<file path="src/rtl/pseudo_spi_scan_master_pkg.sv">
// Shared definitions for the pseudo-SPI scan master: controller state
// encodings and default widths.
package pseudo_spi_scan_master_pkg;

  localparam int ADDR_W_DEF = 9;
  localparam int DATA_W_DEF = 8;
  localparam int LEN_W_DEF  = 8;
  localparam int DIV_W_DEF  = 8;

  // Gray-ish walk through the transfer; each encoding is fixed because
  // the state is observed directly during bring-up.
  typedef enum logic [2:0] {
    S_IDLE = 3'b000,
    S_ADDR = 3'b001,
    S_READ = 3'b011,
    S_SOUT = 3'b010,
    S_LOOP = 3'b110,
    S_RDY  = 3'b100,
    S_DONE = 3'b101
  } spi_state_t;

endpackage

</file>
<file path="src/rtl/pseudo_spi_scan_master_phase_gen.sv">
// SOUT sub-phase generator: counts cycles spent in SOUT and flags when the
// scan master clock must be high in the following cycle and when SOUT ends.
module pseudo_spi_phase_gen
  import pseudo_spi_scan_master_pkg::*;
#(
  parameter int DIV_W = DIV_W_DEF
) (
  input  logic             clk,
  input  logic             rst,
  input  logic             en,
  input  logic [DIV_W-1:0] freq_div,
  output logic             sclk1_nxt,
  output logic             sout_end
);

  // One extra bit so freq_div+2 never overflows.
  localparam int CNT_W = DIV_W + 1;

  logic [CNT_W-1:0] cnt;
  logic [CNT_W-1:0] div_ext;

  assign div_ext = {1'b0, freq_div};

  // Cycle index within the current SOUT; parked at zero outside SOUT.
  always_ff @(posedge clk or posedge rst) begin
    if (rst) begin
      cnt <= '0;
    end else if (en) begin
      cnt <= cnt + CNT_W'(1);
    end else begin
      cnt <= '0;
    end
  end

  // SCLK1 is registered, so it is requested one cycle early: cycles
  // 0..freq_div request it, giving high in cycles 1..freq_div+1.
  assign sclk1_nxt = en && (cnt <= div_ext);
  assign sout_end  = en && (cnt == div_ext + CNT_W'(2));

endmodule

</file>
<file path="src/rtl/pseudo_spi_scan_master.sv">
// Pseudo-SPI scan master: reads DATA_LEN+1 bytes from SRAM walking down
// from ADDR_BGN, shifts each LSB-first on SPI_SO with two-phase
// non-overlapping scan clocks, then pulses LAT to update the chain.
module pseudo_spi_scan_master
  import pseudo_spi_scan_master_pkg::*;
#(
  parameter int ADDR_W = ADDR_W_DEF,
  parameter int DATA_W = DATA_W_DEF,
  parameter int LEN_W  = LEN_W_DEF,
  parameter int DIV_W  = DIV_W_DEF
) (
  input  logic              CLK,
  input  logic              RST,
  input  logic              BGN,
  input  logic [ADDR_W-1:0] ADDR_BGN,
  input  logic [LEN_W-1:0]  DATA_LEN,
  input  logic [DIV_W-1:0]  FREQ_DIV,
  input  logic [DATA_W-1:0] PI,
  output logic              SCLK1,
  output logic              SCLK2,
  output logic              LAT,
  output logic              SPI_SO,
  output logic              CEN,
  output logic [ADDR_W-1:0] A,
  output logic              D_WE,
  output logic              spi_is_done
);

  localparam int BIT_W = (DATA_W > 1) ? $clog2(DATA_W) : 1;
  localparam logic [BIT_W-1:0] BIT_LAST = BIT_W'(DATA_W - 1);

  spi_state_t spi_state, spi_state_nxt;

  logic [ADDR_W-1:0] addr, addr_nxt;
  logic [LEN_W-1:0]  bytes_left, bytes_nxt;
  logic [BIT_W-1:0]  bit_cnt, bit_nxt;
  logic [DATA_W-1:0] shreg, shreg_nxt;

  logic sout_en;
  logic sclk1_nxt;
  logic sout_end;

  assign sout_en = (spi_state == S_SOUT);
  assign D_WE    = 1'b0;

  pseudo_spi_phase_gen #(
    .DIV_W (DIV_W)
  ) u_phase_gen (
    .clk       (CLK),
    .rst       (RST),
    .en        (sout_en),
    .freq_div  (FREQ_DIV),
    .sclk1_nxt (sclk1_nxt),
    .sout_end  (sout_end)
  );

  // Next-state, counter and shift-register update logic.
  always_comb begin
    spi_state_nxt = spi_state;
    addr_nxt      = addr;
    bytes_nxt     = bytes_left;
    bit_nxt       = bit_cnt;
    shreg_nxt     = shreg;
    case (spi_state)
      S_IDLE: begin
        if (BGN) begin
          addr_nxt      = ADDR_BGN;
          bytes_nxt     = DATA_LEN;
          spi_state_nxt = S_ADDR;
        end
      end
      S_ADDR: spi_state_nxt = S_READ;
      S_READ: begin
        shreg_nxt     = PI;
        bit_nxt       = '0;
        spi_state_nxt = S_SOUT;
      end
      S_SOUT: begin
        if (sout_end) spi_state_nxt = S_LOOP;
      end
      S_LOOP: begin
        // Rotate rather than shift so every register bit stays live; the
        // wrapped bit is never sent because the byte ends first.
        shreg_nxt = {shreg[0], shreg[DATA_W-1:1]};
        bit_nxt   = bit_cnt + BIT_W'(1);
        if (bit_cnt != BIT_LAST) begin
          spi_state_nxt = S_SOUT;
        end else if (bytes_left != '0) begin
          bytes_nxt     = bytes_left - LEN_W'(1);
          addr_nxt      = addr - ADDR_W'(1);
          spi_state_nxt = S_ADDR;
        end else begin
          spi_state_nxt = S_RDY;
        end
      end
      S_RDY:  spi_state_nxt = S_DONE;
      S_DONE: begin
        if (!BGN) spi_state_nxt = S_IDLE;
      end
      default: spi_state_nxt = S_IDLE;
    endcase
  end

  // Control state and counters.
  always_ff @(posedge CLK or posedge RST) begin
    if (RST) begin
      spi_state  <= S_IDLE;
      addr       <= '0;
      bytes_left <= '0;
      bit_cnt    <= '0;
    end else begin
      spi_state  <= spi_state_nxt;
      addr       <= addr_nxt;
      bytes_left <= bytes_nxt;
      bit_cnt    <= bit_nxt;
    end
  end

  // Shift register holds data only, so it carries no reset.
  always_ff @(posedge CLK) begin
    shreg <= shreg_nxt;
  end

  // Outputs are registered from the upcoming state so each one is valid
  // for exactly the cycles its state occupies.
  always_ff @(posedge CLK or posedge RST) begin
    if (RST) begin
      SCLK1       <= 1'b0;
      SCLK2       <= 1'b0;
      LAT         <= 1'b0;
      SPI_SO      <= 1'b0;
      CEN         <= 1'b1;
      A           <= '0;
      spi_is_done <= 1'b0;
    end else begin
      SCLK1       <= sclk1_nxt;
      SCLK2       <= (spi_state_nxt == S_LOOP);
      LAT         <= (spi_state_nxt == S_RDY);
      spi_is_done <= (spi_state_nxt == S_DONE);
      CEN         <= (spi_state_nxt != S_ADDR);
      if (spi_state_nxt == S_ADDR) A <= addr_nxt;
      // New bit appears in the setup cycle and is held through LOOP.
      if ((spi_state_nxt == S_SOUT) && (spi_state != S_SOUT)) SPI_SO <= shreg_nxt[0];
    end
  end

endmodule

</file>
<file path="config.mk">
export PLATFORM = sky130hd
export DESIGN_NAME = pseudo_spi_scan_master
export DESIGN_NICKNAME = d
export VERILOG_FILES = /design/src/rtl/pseudo_spi_scan_master_pkg.sv /design/src/rtl/pseudo_spi_scan_master_phase_gen.sv /design/src/rtl/pseudo_spi_scan_master.sv
export SDC_FILE = /design/constraint.sdc
export NUM_CORES = 1
export LEC_CHECK = 0
export BUFFER_PORTS_ARGS = -buffer_cell sky130_fd_sc_hd__buf_4
export CAP_MARGIN = 20
export CELL_PAD_IN_SITES_DETAIL_PLACEMENT = 1
export CELL_PAD_IN_SITES_GLOBAL_PLACEMENT = 1
export CORE_UTILIZATION = 48
export CTS_BUF_LIST = sky130_fd_sc_hd__clkbuf_2 sky130_fd_sc_hd__clkbuf_4 sky130_fd_sc_hd__clkbuf_8
export CTS_CLUSTER_DIAMETER = 30
export DETAILED_ROUTE_END_ITERATION = 12
export PLACE_DENSITY = 0.95
export SYNTH_ARGS = -nofsm -noshare
export SYNTH_HDL_FRONTEND = slang
export SYNTH_HIERARCHICAL = 1
export SYNTH_SLANG_ARGS = --single-unit
</file>
<file path="constraint.sdc">
create_clock -name CLK -period 4.56 [get_ports CLK]
set_input_delay 0.684 -clock CLK [delete_from_list [all_inputs] [get_ports CLK]]
set_output_delay 0.684 -clock CLK [all_outputs]
set_load 0.05 [all_outputs]
</file>
### Yosys cells after proc, flatten, opt, wreduce, memory -nomap -nowiden

Cells that the tools add are included.

* add/subtract/negate cells: 5
* $mul: 0
* div/mod/pow operators: 0
* magnitude comparators: 1
* equality and inequality tests: 18
* shift operators: 0
* muxes and demuxes: 17
* bitwise logic cells: 0
* reduce and logical (&&, ||, !) cells: 8

Operators with widths (count)
* $mux W9: 4
* $pmux W8 S2: 2
* $mux W8: 3
* $pmux W3 S7: 1
* $eq A3 B3 Y1 const B: 6
* $pmux W9 S2: 1
* $mux W3: 5
* $add A8 B2 Y9 const B: 1
* $add A9 B1 Y9 const B: 1
* $eq A3 B2 Y1 const B: 3
* $eq A9 B9 Y1: 1
* $le A9 B8 Y1: 1
* $sub A9 B1 Y9 const B: 1
* $reduce_bool A8 Y1: 1
* $sub A8 B1 Y8 const B: 1
* $eq A3 B1 Y1 const B: 2
* $ne A2 B2 Y1 const B: 3
* $pmux W3 S2: 1
* $reduce_and A4 Y1: 1
* $reduce_bool A2 Y1: 2
* $add A3 B1 Y3 const B: 1
* $logic_and A1 B1 Y1: 3
* $logic_not A3 Y1: 1
* $ne A3 B1 Y1 const B: 1
* 2 further kinds: 2

* register bits after elaboration: 55
* bits in latches: 0
* RAM bits: 0
* memory bits (read-only): 0
* bits of input ports: 36
* logic and storage cells: 63
* memories: 0

### Longest topological paths before layout

Gate-level depths: netlist (run 1).

* depth in word-level cells: 7
* depth in mapped cells: 10
* depth with buffers taken out: 9

### Modules after synthesis

Netlist (run 1), hierarchy kept.

By module, submodules not included
* pseudo_spi_scan_master: times used 1, cells an instance 225, area each 2298.5 µm², seq. area each 1182.4 µm²
* pseudo_spi_phase_gen: times used 1, cells an instance 96, area each 819.5 µm², seq. area each 225.2 µm²

### Least setup slack after synthesis (run 1)

Ideal clock, no wire load.

* kind: reg-to-reg
* from: register bytes_left[0]
* to: register A[3]
* arrival time: 2.104 ns
* path slack: 2.330 ns
* stages on the path, launching flop included: 9
* path buffers: 1
* cell sequence: dfrtp_1 > inv_1 > ha_1 > or4b_1 > buf_6 > o211ai_4 > nor4_2 > or3_4 > mux2_4

* elaborated cells between the ends (all ways): 8

RTL lines
* start: declaration: RTL line pseudo_spi_scan_master.sv:35 `logic [LEN_W-1:0] bytes_left, bytes_nxt;`
* start signal: assignment: RTL line pseudo_spi_scan_master.sv:114 `bytes_left <= bytes_nxt;`
* $reduce_bool A8 Y1: RTL line pseudo_spi_scan_master.sv:88 `end else if (bytes_left != '0) begin`
* $mux W9: RTL line pseudo_spi_scan_master.sv:88
* $mux W9: RTL line pseudo_spi_scan_master.sv:86 `if (bit_cnt != BIT_LAST) begin`
* $pmux W9 S2: RTL line pseudo_spi_scan_master.sv:64 `case (spi_state)`
* via addr_nxt[3]: RTL line pseudo_spi_scan_master.sv:34 `logic [ADDR_W-1:0] addr, addr_nxt;`
* end signal: assignment: RTL line pseudo_spi_scan_master.sv:141 `if (spi_state_nxt == S_ADDR) A <= addr_nxt;`
* end: declaration: RTL line pseudo_spi_scan_master.sv:24 `output logic [ADDR_W-1:0] A,`

The timed path passes the listed nets, and every way through them passes these cells.
A chain may end at the register's enable or synchronous reset.

### Worst setup path in the final report (run 1)

* from: register bytes_left[0]
* to: register bytes_left[4]

* longest elaborated chain between the ends: 4
* elaborated cells between the ends (all ways): 7

Ends and longest elaborated chain
* $sub A8 B1 Y8: RTL line pseudo_spi_scan_master.sv:89 `bytes_nxt = bytes_left - LEN_W'(1);`
* $mux W8: RTL line pseudo_spi_scan_master.sv:88
* $mux W8: RTL line pseudo_spi_scan_master.sv:86
* $pmux W8 S2: RTL line pseudo_spi_scan_master.sv:64

Parallel ways exist; a longest one is shown, timed or not. The select of a mux whose other input is x is not followed.

==> results of run 1 <==
[worst paths after layout]
path                       slack (ns)                 end          start
hold / removal                   0.33  u_phase_gen/cnt[1]            RST
setup / recovery                 1.60       bytes_left[4]  bytes_left[0]
setup reg to reg                 1.60       bytes_left[4]  bytes_left[0]
max in group asynchronous        3.70                 CEN            RST
min in group CLK                 0.49                A[0]           A[0]
hold reg to reg                  0.49                A[0]           A[0]
[sequential cells by signal (all words and copies together), names as in the netlist]
register / cells
A: 9
CEN: 1
LAT: 1
SCLK1: 1
SCLK2: 1
SPI_SO: 1
addr: 9
bit_cnt: 3
bytes_left: 8
shreg: 8
spi_is_done: 1
spi_state: 3
u_phase_gen/cnt: 9
[per-stage QoR]
stage          worst slack [ns]  hold slack, ns
2_1_floorplan              2.33           0.451
3_3_place_gp               1.89           0.464
4_1_cts                    1.64           0.338
3_5_place_dp               1.67           0.475
6_report                   1.60           0.328
5_1_grt                    1.35           0.352
[cell type report]
cell class / count / area (um2) / area share, %
inverters: 20 / 75.1 / 2.08
clock buffers: 5 / 68.8 / 1.91
flip-flops and latches: 55 / 1410 / 39.0
well taps: 75 / 93.8 / 2.60
clock inverters: 3 / 20.0 / 0.554
multi-input cells: 231 / 1560 / 43.3
repair buffers: 51 / 383 / 10.6
[power breakdown]
part	total [mW]	switching [mW]	internal (mW)
clock	0.282	0.174	0.108
sequential	0.673	0.105	0.568
combinational	0.407	0.214	0.192
[metal layers]
layer  wire (um)  part of all wire [%]
met5           0                     0
met4          94                   1.1
met3         420                   4.8
met2        4290                    49
met1        3870                    45
[placed cells by master (no fill, tap or decap), drive strengths merged, types with 5 or more instances in the layout]
cell,synthesis,layout
buf,6,51
dfrtp,46,46
o21ai,30,30
nor2,30,30
inv,19,19
nand2,16,16
a21oi,14,14
ha,14,14
a22oi,11,11
xnor2,10,10
nand3,9,9
and2,8,8
or3,8,8
edfxtp,7,7
nor3,6,6
clkbuf,9,5
o211ai,5,5
[logic make-up after synthesis]
logic type	Yosys count	share of synthesized area [%]
XOR/XNOR	14	3.93
other	1	0.120
multiplexers	5	1.89
adder cells (fa/ha/maj)	14	5.62
flip-flops	55	45.1
AND/OR/NAND/NOR	102	17.7
AO/OA/AOI/OAI	95	20.9
buffers and inverters	35	4.73
==> impl_results.md, run 1 <==
- GRT Residual Overflow: 0
- Syn avg cell area: between 9 and 10 um2
- Die Ht: 82.6 um
- Final worst-path cycle share: 64.9%
- Setup violators final: 0
- Seq cells post-synth: 55
- Final Util: 59.2%
- Hold Buf Count CTS: 0
- CTS Buffer Depth: 2
- Clk_lat worst skew: roughly 0.32 ns
- CP peak stage delay: 0.63 ns
- Routed wire length: 8.67 mm
- DP HPWL: 6.17 mm
- Initial core utilization: 51.1%
- Achievable Freq: 338 MHz
- Max Cap Violations: 0
- FF-to-FF path depth: 8
- Root buf cell: clkbuf_8
- Layout area overhead: 15.8%
- Nets: 414
- Synth Instances: 321
- Total power: 1.36 mW
- Fin. max-slew vios: 0
- GP Congestion: between 0.7 and 0.8
- Layout cells sized above 1: 19.7%
- Core Area: 0.00610 mm2
- Setup Total Neg Slack: 0 ns
- I/O Buffers: 50
- Worst endpoint data arrival time: 3.20 ns
- HP Class: input pin to async pin
- Final setup skew: 0.00800 ns
- Yosys warns: 6
- CTS sink count: 55
- Worst setup EP type: flop
- Kind of critical path: flop to flop
- P per Cell Area: 377 mW/mm2
- Met3 usage: under 10%
- Top FF cell, synth: dfrtp_1
- Post-synth net total: 371
- Sequential area share after synthesis: a little under half
- Met2 usage: 46.1%
- Antenna-violating nets left: 0
- Number of global-route vias before repair: 2764
- CP delay by family, top: simple AND/OR/NAND/NOR gates
- Placed Area: 0.00352 mm2
- Top cells by area, synth: dfrtp_1 (37%), edfxtp_1 (6.7%), ha_1 (5.6%)
- Worst-margin pin slew: 1.03 ns
- Cells after DPL: 432
- Critical Path Fanout Max: 18
- GR met1 Demand/Resource: 36.7%
- Buffers inserted by post-CTS timing repair: 0
- FILL cells: 712
- Peak supply drop: 0.000212 V
- Ys async rst share: approximately 85%
- Final Non-Filler Cells: 440
- DR vias: approximately 2700
- Relative slew slack: roughly 31%
- Die span in x: 82.6 um
- Busiest metal layer after global routing: met2
- Lkg Pwr: between 1.5 and 2 nW
- Finished Cell Area: 0.00361 mm2
- Num CTS Buffers: 5
- Fin crit period: 2.96 ns
- Number of diodes: 0
- Wirelength per Cell: 19.7 um
- Status: complete, no violations
- H-tree levels: 2
- All-Layer GR Usage: 27.2%
- Clock transition at path regs: 0.10 ns
- Largest net degree at the start of global routing: 39
- DR vias/cell: 6.18
- Worst path cell trace: inv_1 -> ha_1 -> or4b_1 -> o211ai_2 -> nand2_1 -> inv_1 -> o21ai_0 -> o21ai_0
- First-pass DRT Iterations: 4
- Distinct cells, synth: 63
- Starting DRT DRC Count: 196
- CTS tree: yes
- Die footprint: 0.00682 mm2
- Crit path depth: 8
- Post-synth top area cell: dfrtp_1
- Unrepaired setup endpoints after global routing: no
- Slowest library cell on the worst path: or4b_1
- EDFF count, synth: 7
- CP Data Required Time: approximately 4.8 ns
- Leading cell types by count after synthesis: dfrtp_1 (46), nor2_1 (30), o21ai_0 (30), inv_1 (19), nand2_1 (16)
- Most common cell in the netlist: dfrtp_1
- Nature of the critical path startpoint: flop
- Final Hold Fails: 0
- # rows: 28
- Initial antenna violation count: 0
- Resized Gates After CTS: 0
- I/O pin cnt: 52
- Post-synthesis cell area: about 0.0031 mm2
- CP Buf/Inv Count: 2
- Synth top area share: 36.9%
- DRC: 0
- First-pass GRT wire length: 13.8 mm
Power figures use the tool's default switching activity.
==> run 2: changes to the inputs <==
Settings changed: ABC_AREA set to 1, CORE_UTILIZATION 48 to 43, PLACE_DENSITY 0.95 to 0.94.
Clock period 4.56 ns to 2.8 ns, I/O delays scaled along.
==> run 2 against run 1 <==
  * Sequential cell count is the same
  * Critical path depth grew 1
  * First-iteration DRC count shrank 50%
  * Synthesized area grew 5.9%
  * Total power grew to 2.6 times the previous value
  * Combinational power grew to 4.3 times the previous value
  * Cell area grew 6.7%
  * Sequential power grew 100%
  * Non-clock buffer count grew 2
==> impl_results.md, run 2 <==
- Fin Hold WS: 0.0763 ns
- Number of diodes: 0
- CTS Buffer Depth: 2
- P per Cell Area: 921 mW/mm2
- Max Cap Violations: 0
- Worst endpoint data arrival time: 2.47 ns
- Sequential area share after synthesis: a little over two fifths
- GP Congestion: roughly 0.8
- Met2 wire length: approximately 4.1 mm
- Worst-margin pin slew: 0.590 ns
- Setup violators final: 0
- CTS tree: yes
- Cells after DPL: around 590
- R2r setup slk: 0.52 ns
- Most common cell in the netlist: nand2_1
- Biggest regs: A x9, addr x9, u_phase_gen/cnt x9
- Top cells by area, synth: dfrtp_1 (35%), nand2_1 (15%), inv_1 (8.0%)
- Final Non-Filler Cells: 595
- Final Hold Fails: 0
- Largest net degree at the start of global routing: 27
- Achievable Freq: 440 MHz
- Layout cells sized above 1: 16.3%
- EDFF count, synth: 7
- Die footprint: 0.00803 mm2
- FF-to-FF path depth: 9
- Clk_lat worst skew: 0.31 ns
- Fin. max-slew vios: 0
- Clock transition at path regs: 0.10 ns
- Distinct cells, synth: 38
- Synth top area share: between 30% and 40%
- Commonest cells after routing, fill and taps aside: nand2_1 (129), inv_1 (70), buf_4 (53)
- Post-synth net total: approximately 490
- Layout area overhead: 16.7%
- Kind of critical path: flop to flop
- Starting DRT DRC Count: 98
- DR vias: 3025
- Initial antenna violation count: 0
- Worst setup EP type: flop
- Nature of the critical path startpoint: flop
- Root buf cell: clkbuf_8
- Max layer used: met4
- Crit path to: bytes_left[2]
- Most common cell after layout, fill and taps aside: nand2_1
- Buffers inserted by post-CTS timing repair: 0
- Hold Buf Count CTS: 0
- I/O pin cnt: 52
- DP HPWL: 6.60 mm
- Number of global-route vias before repair: around 3000
- Lkg Pwr: 2.02 nW
- Unrepaired setup endpoints after global routing: no
- Met1 WL: 3.92 mm
- Core Area: 0.00733 mm2
- DRC: 0
- Synth Instances: around 440
- Die Ht: ~90 um
- Seq cells post-synth: 55
- HP Class: input pin to async pin
- First-pass GRT wire length: 13.6 mm
- Metal3 WL: 257 um
- Setup Total Neg Slack: 0 ns
- Final worst-path cycle share: between 80% and 90%
- Routed wire length: between 8 and 9 mm
- Final setup skew: 0.00542 ns
- H-tree levels: 2
- Antenna-violating nets left: 0
- GRT Residual Overflow: 0
- Ys async rst share: 85.5%
- Post-synthesis cell area: 0.00330 mm2
- Yosys warns: 6
- Reg2Reg Launch Point: bit_cnt[0]
- CP Data Required Time: 2.99 ns
- Status: complete, no violations
- I/O Buffers: 50
- CTS sink count: 55
- DR vias/cell: 5.08
- Peak supply drop: 0.000534 V
- Relative slew slack: 60.6%
- First-pass DRT Iterations: 4
- Nets: approximately 550
- Total power: ~3.5 mW
- # rows: 31
- Wirelength per Cell: 14.1 um
- Post-synth top area cell: dfrtp_1
- All-Layer GR Usage: 22.3%
- Initial core utilization: 45.0%
- FILL cells: 952
- Critical Path Fanout Max: 21
- Worst Setup SP: bit_cnt[0]
- RR Endpoint: bytes_left[2]
- Num CTS Buffers: 5
- Syn avg cell area: 7.44 um2
- Resized Gates After CTS: 0
- Die span in x: about 90 um
- Final Util: between 50% and 60%
- Fin crit period: roughly 2.3 ns
- Leading cell types by count after synthesis: nand2_1 (129), inv_1 (70), dfrtp_1 (46), nor2_1 (36), o21ai_0 (30)
- Top FF cell, synth: dfrtp_1
## run 2: final cells by class
cell class	instances	area, um2	share of cell area [%]
Clock inverter	3	20.0	0.520
Clock buffer	5	68.8	1.79
Sequential cell	55	1410	36.5
Inverter	76	285	7.41
Timing Repair Buffer	53	398	10.3
Multi-Input combinational cell	304	1550	40.2
Tap cell	99	124	3.22
## run 2: logic make-up (layout without fill, tap and decap cells)
family          after synthesis  count (layout)  synth area share [%]
simple gates                224             224                  30.1
buf+inv                      85             137                  10.5
compound gates               59              59                  9.78
flops                        55              55                  42.6
fa+ha+maj                    14              14                  5.31
xor+xnor                      6               6                  1.59
other cells                   1               1                 0.114
## run 2: worst min path at each step
stage	start	endpoint	slack, ns	depth (start not counted)
after global routing	RST	u_phase_gen/cnt[1]	0.1	2
after floorplan	RST	u_phase_gen/cnt[0]	0.25	1
after detailed placement	RST	u_phase_gen/cnt[7]	0.43	2
final	RST	u_phase_gen/cnt[1]	0.08	2
after CTS	RST	u_phase_gen/cnt[1]	0.08	2
after global placement	RST	u_phase_gen/cnt[8]	0.43	2
## run 2: layer usage
metal	GRT usage [%]	up-vias
li1	-	1512
met1	28.6	1436
met2	38.8	58
met3	3.56	19
met4	6.49	0
met5	0	-
## run 2: power breakdown
group          internal (mW)  leakage (nW)  switching (mW)
Combinational          0.557          1.32            1.19
Sequential              1.12         0.661           0.237
Clock                  0.175        0.0402           0.268
## run 2: metrics by stage
step | area [um2] | setup WS, ns
after floorplan | 3300 | 0.940
after global placement | 3760 | 0.643
after detailed placement | 3760 | 0.544
after CTS | 3850 | 0.539
after global routing | 3850 | 0.302
final | 3850 | 0.525
## run 2: worst max-delay path, stage by stage (launching register included)
cell and delay, ns:
dfrtp_1 0.38, ha_1 0.16, ha_1 0.47, inv_1 0.19
nor2_4 0.17, nand2_4 0.08, nand2_4 0.21, inv_2 0.18
a21oi_1 0.19, o22ai_1 0.10
==> run 3: changes to the inputs <==
Clock period 2.8 ns to 2.33 ns, I/O delays scaled along.
==> run 3 against run 2 <==
  * Setup slack worse by 0.26 ns
  * First-iteration DRC count grew 60%
  * Final cell count grew 0.17%
  * Register-to-register slack worse by 0.26 ns
  * Maximum frequency rose by 10%
  * Via count down 1.5%
  * Routed wire length shrank 1.6%
  * Worst hold slack got worse by 0.062 ns
  * Count of clock-buffer cells in the layout up 1
  * Die area is the same
  * Highest routed layer unchanged
==> impl_results.md, run 3 (synthesized netlist as in run 2, its figures left out) <==
- Status: complete, no violations
- Commonest cells after routing, fill and taps aside: nand2_1 (129), inv_1 (70), buf_4 (54)
- # rows: 31
- Final worst-path cycle share: 88.5%
- Nature of the critical path startpoint: flop
- Num CTS Buffers: 5
- First-pass GRT wire length: 13.9 mm
- CTS Buffer Depth: 2
- Clock network fraction of total power: between 10% and 20%
- Unrepaired setup endpoints after global routing: no
- Fin crit period: 2.06 ns
- Final Hold Fails: 0
- Final setup skew: 0.00817 ns
- Gate power share: 47.9%
- Worst endpoint data arrival time: between 2 and 2.5 ns
- HP Class: input pin to async pin
- Setup violators final: 0
- GRT Residual Overflow: 0
- Final setup margin: 0.269 ns
- Critical Path Fanout Max: 5
- GP Congestion: 0.808
- DRC: 0
- Setup Total Neg Slack: 0 ns
- H-tree levels: 2
- Resized Gates After CTS: 0
- Fin. max-slew vios: 0
- Layout area overhead: 17.7%
- Routed wire length: roughly 8.3 mm
- Root buf cell: clkbuf_8
- Initial core utilization: between 40% and 50%
- Core Area: between 0.007 and 0.008 mm2
- R2r setup slk: 0.27 ns
- Lkg Pwr: 2.04 nW
- Biggest regs: A x9, addr x9, u_phase_gen/cnt x9
- Fin Hold WS: 0.0147 ns
- Clk_lat worst skew: 0.31 ns
- Antenna-violating nets left: 0
- Peak supply drop: 0.000519 V
- Net Sw Frac: 46.1%
- Hold Buf Count CTS: 0
- DP HPWL: 6.29 mm
- DR vias/cell: 5.00
- Wirelength per Cell: approximately 14 um
- Buffers inserted by post-CTS timing repair: 0
- Int Pwr: 2.35 mW
- FF-to-FF path depth: 16
- CTS sink count: 55
- CTS tree: yes
- CP Data Required Time: 2.53 ns
- Number of diodes: 0
- Achievable Freq: 485 MHz
- I/O Buffers: 50
- I/O pin cnt: 52
- Total power: about 4.4 mW
- All-Layer GR Usage: 22.6%
- Pre-CTS WS: 0.281 ns
- Max Cap Violations: 0
- First-pass DRT Iterations: 4
- Most common cell after layout, fill and taps aside: nand2_1
- DR vias: approximately 3000
- Die span in x: ~90 um
- Largest net degree at the start of global routing: 39
- Kind of critical path: flop to flop
- Number of global-route vias before repair: approximately 3000
- Clock transition at path regs: 0.10 ns
- Layout cells sized above 1: 16.5%
- Die Ht: between 80 and 90 um
- Initial antenna violation count: 0
- Flop pwr share: between 30 and 40%
- Starting DRT DRC Count: 157
- P per Cell Area: 1120 mW/mm2
- Net Sw Power: 2.01 mW
- Finished Cell Area: 0.00388 mm2
- Nets: 546
- Worst setup EP type: flop
- Die footprint: 0.00803 mm2
- Placed Area: 0.00377 mm2
## run 3: cell count changes in the layout (fill, tap and decap cells not counted)
cell        previous run  this run
buf_4                 53        54
clkinvlp_4             2         1
clkbuf_4               0         1
clkinv_2               1         0
bufinv_16              0         1
## run 3: critical path, stage by stage (launching register included)
cell and delay [ns]:
dfrtp_1 0.45, inv_2 0.13, nand2_1 0.06, nor2_1 0.21
nand3_1 0.11, nor2_1 0.11, nand3_1 0.07, nor2_1 0.09
nand4_1 0.09, nor2_1 0.12, nor2_1 0.06, nor2_1 0.13
nor2_1 0.07, nand3_1 0.10, nor2_1 0.05, nand2_1 0.05
nand2_1 0.05
## run 3: cell type report
cell class / instances / area, um2
Timing Repair Buffer: 54 / 405
Tap cell: 99 / 124
Sequential cell: 55 / 1410
Multi-Input combinational cell: 304 / 1550
Clock buffer: 6 / 76.3
Clock inverter: 2 / 37.5
Fill cell: 928 / 3450
Inverter: 76 / 285
## run 3: stage by stage
step           utilization [%]  std cells
6_report                  53.0        596
5_1_grt                   53.0        596
4_1_cts                   53.0        596
3_5_place_dp              51.4        588
3_3_place_gp              51.4        588
2_1_floorplan                -        444
## run 3: final timing paths
| kind | from | end |
|---|---|---|
| setup / recovery | spi_state[0] | SPI_SO |
| hold / removal | RST | u_phase_gen/cnt[7] |
| setup reg to reg | spi_state[0] | SPI_SO |
| hold reg to reg | A[8] | A[8] |
| max in group asynchronous | RST | CEN |
| min in group CLK | DATA_LEN[6] | bytes_left[6] |
## run 3: power groups by stage
stage | clock [mW] | combinational [mW] | sequential, mW
2_1_floorplan | 0 | 1.19 | 1.91
3_3_place_gp | 0 | 1.99 | 1.62
3_5_place_dp | 0 | 2.08 | 1.64
4_1_cts | 0.663 | 2.11 | 1.63
5_1_grt | 0.702 | 2.36 | 1.68
6_report | 0.648 | 2.09 | 1.63
## run 3: per-layer routing
metal	vias up	global-route usage [%]	wire (um)
li1	1508	-	-
met1	1419	29.6	3930
met2	47	39.9	4040
met3	7	2.74	219
met4	0	5.48	87
met5	-	0	0
